<file path="src/rtl/imem_boot_loader.sv">
// Boot loader: assembles a little-endian byte stream into 32-bit words, writes them
// to instruction memory and releases the core reset once the image checksum matches.
module imem_boot_loader #(
   parameter int AW    = 10,
   parameter int DEPTH = 1024
) (
   input  logic          clk,
   input  logic          rst,
   input  logic          in_valid,
   input  logic [7:0]    in_data,
   output logic          in_ready,
   output logic          imem_we,
   output logic [AW-1:0] imem_addr,
   output logic [31:0]   imem_wdata,
   output logic          core_rst,
   output logic          done,
   output logic          error,
   output logic [AW:0]   words_loaded,
   output logic [2:0]    dbg_state
);

   // Handshake: a byte moves when in_valid & in_ready are both 1 at a rising clk edge;
   // in_ready depends only on state (and is forced low during reset).
   typedef enum logic [2:0] {
      S_HDR  = 3'd0,
      S_LOAD = 3'd1,
      S_CSUM = 3'd2,
      S_DONE = 3'd3,
      S_ERR  = 3'd4
   } state_t;

   state_t        r_state;
   state_t        w_next;
   logic [1:0]    r_byte_idx;
   logic [23:0]   r_shift;
   logic [31:0]   r_n;
   logic [31:0]   r_acc;
   logic [AW:0]   r_cnt;
   logic          r_we;
   logic [AW-1:0] r_addr;
   logic [31:0]   r_wdata;

   logic          w_accept_state;
   logic          w_xfer;
   logic          w_word_done;
   logic [31:0]   w_word;
   logic [AW:0]   w_cnt_inc;

   assign w_accept_state = (r_state == S_HDR) || (r_state == S_LOAD) || (r_state == S_CSUM);
   assign in_ready       = w_accept_state & rst;
   assign w_xfer         = in_valid & in_ready;
   assign w_word_done    = w_xfer && (r_byte_idx == 2'd3);
   // The first three bytes sit in r_shift; the fourth arrives live on in_data.
   assign w_word         = {in_data, r_shift};
   assign w_cnt_inc      = r_cnt + (AW+1)'(1);

   always_ff @(posedge clk or negedge rst) begin
      if (!rst) r_state <= S_HDR;
      else      r_state <= w_next;
   end

   always_comb begin
      w_next = r_state;
      case (r_state)
         S_HDR: begin
            if (w_word_done) begin
               if (w_word == 32'd0)              w_next = S_CSUM;
               else if (w_word > 32'(DEPTH))     w_next = S_ERR;
               else                              w_next = S_LOAD;
            end
         end
         S_LOAD: begin
            if (w_word_done && (32'(w_cnt_inc) == r_n)) w_next = S_CSUM;
         end
         S_CSUM: begin
            if (w_word_done) w_next = (w_word == r_acc) ? S_DONE : S_ERR;
         end
         default: w_next = r_state;
      endcase
   end

   always_ff @(posedge clk or negedge rst) begin
      if (!rst) begin
         r_byte_idx <= 2'd0;
         r_shift    <= 24'd0;
         r_n        <= 32'd0;
         r_acc      <= 32'd0;
         r_cnt      <= '0;
         r_we       <= 1'b0;
         r_addr     <= '0;
         r_wdata    <= 32'd0;
      end else begin
         r_we <= 1'b0;
         if (w_xfer) begin
            r_byte_idx <= r_byte_idx + 2'd1;
            r_shift    <= {in_data, r_shift[23:8]};
         end
         if (w_word_done && (r_state == S_HDR)) r_n <= w_word;
         if (w_word_done && (r_state == S_LOAD)) begin
            r_we    <= 1'b1;
            r_addr  <= r_cnt[AW-1:0];
            r_wdata <= w_word;
            r_acc   <= r_acc ^ w_word;
            r_cnt   <= w_cnt_inc;
         end
      end
   end

   assign imem_we      = r_we;
   assign imem_addr    = r_addr;
   assign imem_wdata   = r_wdata;
   assign done         = (r_state == S_DONE);
   assign core_rst     = (r_state == S_DONE);
   assign error        = (r_state == S_ERR);
   assign words_loaded = r_cnt;
   assign dbg_state    = r_state;

endmodule

</file>
<file path="config.mk">
export PLATFORM = sky130hd
export DESIGN_NAME = imem_boot_loader
export DESIGN_NICKNAME = d
export VERILOG_FILES = /design/src/rtl/imem_boot_loader.sv
export SDC_FILE = /design/constraint.sdc
export NUM_CORES = 1
export LEC_CHECK = 0
export CAP_MARGIN = 30
export CORE_AREA = 4 4 117 119
export DETAILED_ROUTE_END_ITERATION = 7
export DIE_AREA = 0 0 121 123
export PLACE_DENSITY = 0.83
export SYNTH_ARGS = -nofsm -noshare
export SYNTH_HDL_FRONTEND = slang
export SYNTH_SLANG_ARGS = --single-unit
</file>
<file path="constraint.sdc">
create_clock -name clk -period 2.2 [get_ports clk]
set_input_delay 0.55 -clock clk [delete_from_list [all_inputs] [get_ports clk]]
set_output_delay 0.55 -clock clk [all_outputs]
set_load 0.01 [all_outputs]
</file>
==> results.md, run 1 <==
- Routed wire length: ~15,000 µm
- Initial Util: 0.5045
- Final setup fails: 0
- Status: complete, no violations
- Worst setup path start: words_loaded[0]
- Grt total ovfl: 0
- Per-cell routed wire length: 17.78 µm
- Area post-placement: 0.007707 mm²
- Unique cell type count in the Yosys netlist: 41
- Layout cells sized above 1: 0.2557
- Worst-path fanout max: 3
- Peak VDD IR: 0.5868 mV
- Die height: between 100 and 150 µm
- Total CTS buffers: 17
- Fin worst setup slack: 22.29 ps
- Arrival @ worst endpoint: around 2500 ps
- Drt drc: 0
- Cell Pwr Density: 993.7 mW/mm²
- Antenna-violating nets left: 0
- Fin. max-slew vios: 0
- Final min period: 2178 ps
- CP startpoint kind: flip-flop
- Max-slew headroom: 0.4430
- Hold WS: 118.0 ps
- Setup slack, reg-to-reg: 20 ps
- Reg-to-reg endpoint: dbg_state[0]
- Vias in the first global route: 4,959
- Fin crit share: 0.9899
- CP Capture Type: flip-flop
- Nets: 696
- Cell count after synthesis: 549
- Vias after detailed routing: 4,648
- Drt initial violations: 425
- Worst hold path class: in -> async
- Register area share after synthesis: 0.5801
- Die area: approximately 0.015 mm²
- YS warnings: 0
- Crit Path Category: reg -> reg
- Clk Latency, worst-skew pair: 430 ps
- Final Hold Viols: 0
- Total of max-cap violations: 0
- Critical path required time: ~2500 ps
- Layout area overhead: 32.40%
- Slew @ Worst Pin: 835.5 ps
- RSZ-0062 raised after global routing: true
- Cell leakage power: 4.000 nW
- Vias/cell: 5.355
- CTS tree: done
- Avg Cell Area, Syn: 11.55 µm²
- Port bufs: 71
- Antenna violations before repair: 0
- First-pass GRT wire length: 25,540 µm
- Worst r2r src: words_loaded[0]
- Netlist Area Pre-Place: 0.006341 mm²
- N_diodes: 0
- FMAX: 459.2 MHz
- Die Wd: approximately 120 µm
- Clk_skew: roughly 9.9 ps
- H-tree depth: 4
- Design Area, Final: 0.008396 mm²
- Seq cells post-synth: 147
- Final HPWL DP: 10,300 µm
- Post-Syn Nets: 562
- Core Area: around 0.013 mm²
- DP Worst Slack: -582.1 ps
- Worst r2r path cells: 7
- Largest net degree at the start of global routing: a little under 70
- I/O pins: 72
- Clk sinks: 147
- GP Congestion: slightly below 0.9
- Root buffer cell: clkbuf_16
- Hold buffer count at cts: 0
- # fillers: 852
- Worst-path clk slew: 60 ps
- FP Rows: 41
- Deepest clock path buffer count: 2
- Final Util: 0.6680
- Drt first pass iters: 5
- Total GRT Usage: 0.2218
## through the flow
stage	TNS (ps)	std cells	power, W
after floorplan	0	549	0.004712
after global placement	-44260	833	0.005289
after detailed placement	-48880	833	0.005397
after CTS	0	866	0.008299
after global routing	-123.5	868	0.008694
final	0	868	0.008343
## worst max-delay path, stage by stage, from the launching register on
cell     delay, ps
dfrtp_1        430
ha_4           300
xnor2_2        110
nand4_1        190
nor4_4         290
nand3_1        130
or4_4          470
nor2b_1        160
## routing by layer
metal | vias up | wire (µm) | GRT usage | share of wire
met3 | 35 | 858 | 0.05627 | 0.056
li1 | 2110 | - | - | -
met1 | 2378 | 6051 | 0.2683 | 0.39
met5 | - | 0 | 0 | 0
met4 | 0 | 408 | 0.08215 | 0.026
met2 | 125 | 8114 | 0.3852 | 0.53
## cells in the final DEF (no fill, tap or decap), drive strengths merged, types with 2 or more instances in the layout
cell type,synthesis,final
xnor2,49,49
o21ai,4,4
nor4,22,22
clkbuf,15,19
buf,10,70
or4,2,2
nand2,142,142
a21oi,2,2
mux2,57,57
nor3b,2,2
bufinv,0,2
nor3,3,3
dlygate4sd2,0,3
ha,2,2
inv,2,2
dlymetal6s2s,0,2
nand4,10,10
xor2,43,43
or2,2,2
dfrtp,147,147
clkinvlp,0,5
or3b,2,2
nor2b,2,2
nor2,11,11
clkinv,0,6
a22oi,2,2
nand3,6,6
clkdlybuf4s50,0,64
## how the worst max path moves through the flow
stage | to | slack [ps] | depth (start not counted)
floorplan | dbg_state[0] | 90 | 8
global placement | dbg_state[0] | -550 | 7
detailed placement | dbg_state[0] | -580 | 7
CTS | dbg_state[0] | 4 | 7
global route | dbg_state[0] | -60 | 9
finish | dbg_state[0] | 20 | 7
## cells by family (layout without fill, tap and decap cells)
group           after synthesis  in the layout  share of synthesized area
flops                       147            147                     0.5801
simple gates                209            209                     0.1523
compound gates               15             15                    0.01697
buf+inv                      27            174                    0.01835
mux                          57             57                     0.1012
xor+xnor                     92             92                     0.1271
fa+ha+maj                     2              2                   0.003946
## cell usage after synthesis, drive strengths merged
master | count | share of area
dfrtp | 147 | 0.58
nand2 | 142 | 0.084
mux2 | 57 | 0.10
xnor2 | 49 | 0.068
xor2 | 43 | 0.059
nor4 | 22 | 0.023
clkbuf | 15 | 0.0089
nor2 | 11 | 0.0065
buf | 10 | 0.0083
nand4 | 10 | 0.0099
nand3 | 6 | 0.0055
o21ai | 4 | 0.0032
nor3 | 3 | 0.0024
a21oi | 2 | 0.0016
a22oi | 2 | 0.0032
ha | 2 | 0.0039
inv | 2 | 0.0012
nor2b | 2 | 0.0020
nor3b | 2 | 0.0024
or2 | 2 | 0.0020
or3b | 2 | 0.0032
or4 | 2 | 0.0030
a211o | 1 | 0.0014
a31o | 1 | 0.0014
a31oi | 1 | 0.00099
a32o | 1 | 0.0016
and3 | 1 | 0.00099
and3b | 1 | 0.0014
and4 | 1 | 0.0014
nand4b | 1 | 0.0037
nor4b | 1 | 0.0014
o21a | 1 | 0.0012
o221ai | 1 | 0.0014
o31ai | 1 | 0.0012
## state kept, by name (all words and copies together) (netlist names)
register      flops
r_acc            32
r_shift          24
r_n              32
imem_we           1
words_loaded     11
dbg_state         3
imem_addr        10
r_byte_idx        2
imem_wdata       32
## layout make-up
class                           count  area (µm²)  share of cell area
Clock inverter                     13       135.1             0.01610
Inverter                            2       7.507           0.0008942
Sequential cell                   147        3680              0.4383
Clock buffer                       19       452.9             0.05395
Timing Repair Buffer              140        1289              0.1535
Multi-Input combinational cell    375        2616              0.3116
Tap cell                          172       215.2             0.02563
## what timing repair did
action / CTS / global route
setup endpoints to repair: 85 / 15
pin swaps: 3 / 2
gates resized for setup: 11 / 9
hold endpoints to repair: 0 / 0
setup buffers: 1 / 2
## power breakdown
| group | leakage (nW) | total [W] | switching, W | internal [W] |
|---|---|---|---|---|
| registers | 1.95 | 0.00391 | 0.000664 | 0.00325 |
| clock network | 0.277 | 0.00284 | 0.00112 | 0.00172 |
| logic | 1.78 | 0.00160 | 0.000689 | 0.000907 |
| total | 4.00 | 0.00834 | 0.00247 | 0.00587 |
Note: power is estimated with default switching activity, not from simulation.
==> run 2, diff against run 1 <==
SKIP_LAST_GASP = 1   (was unset)
==> run 2 against run 1 <==
  * Core utilization shrank 0.060 points
  * Non-clock buffer count stayed put
  * Fmax is 0.57% lower
  * Hold slack improved by 3.5 ps
  * Total power is 0.19% lower
  * Highest routed layer unchanged
==> results.md, run 2 (synthesis gave the netlist of run 1 again) <==
- Status: complete, no violations
- Drt drc: 0
- Crit Path Category: reg -> reg
- Critical path required time: between 2000 and 3000 ps
- Fin. max-slew vios: 0
- Final Hold Viols: 0
- Core Area: around 0.013 mm²
- Cell leakage power: around 4 nW
- Worst hold path class: in -> async
- Per-cell routed wire length: 17.75 µm
- GP Congestion: 0.8696
- Fin crit share: 0.9955
- Vias/cell: 5.359
- CP Cell Sequence: buf_4, nor4_4, nand4_1, nor4_4, nand3_1, or4_4, nor2b_1
- Vias after detailed routing: 4,652
- Setup slack, reg-to-reg: 10 ps
- Total CTS buffers: 17
- Root buffer cell: clkbuf_16
- Grt total ovfl: 0
- Clk sinks: 147
- Vias in the first global route: 4,959
- Final HPWL DP: ~10,000 µm
- Antenna violations before repair: 0
- Arrival @ worst endpoint: 2500 ps
- I/O pins: 72
- CP startpoint kind: flip-flop
- Total of max-cap violations: 0
- Final Util: 0.6674
- FMAX: between 400 and 500 MHz
- Total GRT Usage: 0.2218
- FP Rows: 41
- Most frequent CP cell: nor4_4
- First-pass GRT wire length: 25,540 µm
- Final setup fails: 0
- Peak VDD IR: 0.5845 mV
- Cell Pwr Density: about 990 mW/mm²
- Drt first pass iters: 4
- Max-slew headroom: 0.4482
- Area post-placement: 0.007707 mm²
- Antenna-violating nets left: 0
- Die height: 123 µm
- Power Total: 0.008327 W
- Nets: 696
- # fillers: 855
- Hold buffer count at cts: 0
- Worst-path fanout max: 4
- Routed wire length: 15,410 µm
- Largest net degree at the start of global routing: 69
- Commonest non-fill, non-tap cell in the layout: dfrtp_1
- Layout cells sized above 1: 0.2557
- Final min period: 2190 ps
- Initial Util: 0.5045
- Reg-to-reg endpoint: dbg_state[0]
- Deepest clock path buffer count: 2
- CP Capture Type: flip-flop
- RSZ-0062 raised after global routing: true
- H-tree depth: 4
- Crit path max-delay family: simple AND/OR/NAND/NOR gates
- Placed cell count: roughly 830
- Die Wd: 121 µm
- Most frequent cells in the layout: dfrtp_1, nand2_1, clkdlybuf4s50_1
- Drt initial violations: between 400 and 500
- Slowest CP cell: or4_4
- Clk Latency, worst-skew pair: around 420 ps
- N_diodes: 0
- CTS tree: done
- Slew @ Worst Pin: 827.7 ps
- Worst-path clk slew: ~60 ps
- Max incr delay on CP: 470 ps
- Post-Layout Cell Count: 868
- Die area: 0.01488 mm²
- Port bufs: slightly above 70
- Layout area overhead: 32.28%
- Worst r2r path cells: 7
- Hold WS: around 120 ps
- Clk_skew: around 11 ps
- CP Buf/Inv Count: 1
- Worst r2r src: dbg_state[2]
- Design Area, Final: 0.008388 mm²
-- run 2: where the power goes --
group / internal [W] / switching [W]
clock network: 0.00172 / 0.00111
logic: 0.000901 / 0.000685
registers: 0.00325 / 0.000661
-- run 2: worst max-delay path by stage --
stage / endpoint / slack, ps / cells after the start / from
2_1_floorplan: dbg_state[0] / 90 / 8 / words_loaded[1]
3_3_place_gp: dbg_state[0] / -550 / 7 / in_valid
3_5_place_dp: dbg_state[0] / -580 / 7 / in_valid
4_1_cts: dbg_state[0] / 4 / 7 / dbg_state[2]
5_1_grt: dbg_state[0] / -70 / 9 / in_data[7]
6_report: dbg_state[0] / 10 / 7 / dbg_state[2]
-- run 2: through the flow --
step / worst slack (ps) / setup TNS [ps]
after detailed placement: -582.1 / -48880
final: 9.910 / 0
after global placement: -545.6 / -44260
after CTS: 4.380 / 0
after global routing: -67.41 / -156.7
after floorplan: 89.08 / 0
-- run 2: what timing repair did --
action / CTS / global route
buffers inserted: 1 / 2
gates cloned: 0 / 0
pin swaps: 3 / 2
endpoints found under the hold margin: 0 / 0
endpoints found under the setup margin: 85 / 15
gates resized for setup: 11 / 6
-- run 2: cell type report --
| type | count | area (µm²) | area share |
|---|---|---|---|
| sequential | 147 | 3680 | 0.4387 |
| timing repair buffer | 140 | 1281 | 0.1527 |
| multi-input combinational | 375 | 2616 | 0.3119 |
| tap | 172 | 215.2 | 0.02566 |
| clock buffer | 19 | 452.9 | 0.05400 |
| inverter | 2 | 7.507 | 0.0008950 |
| clock inverter | 13 | 135.1 | 0.01611 |
-- run 2: per-layer routing --
| metal | track usage | routed length (µm) | up-vias |
|---|---|---|---|
| li1 | - | - | 2110 |
| met1 | 0.2683 | 6049 | 2381 |
| met2 | 0.3852 | 8120 | 124 |
| met3 | 0.05627 | 850 | 37 |
| met4 | 0.08215 | 389 | 0 |
| met5 | 0 | 0 | - |
==> run 3, diff against run 2 <==
CTS_CLUSTER_DIAMETER = 30   (was unset)
==> results of run 3 <==
Same layout as run 2: the final DEF is identical, and so are final timing and power.
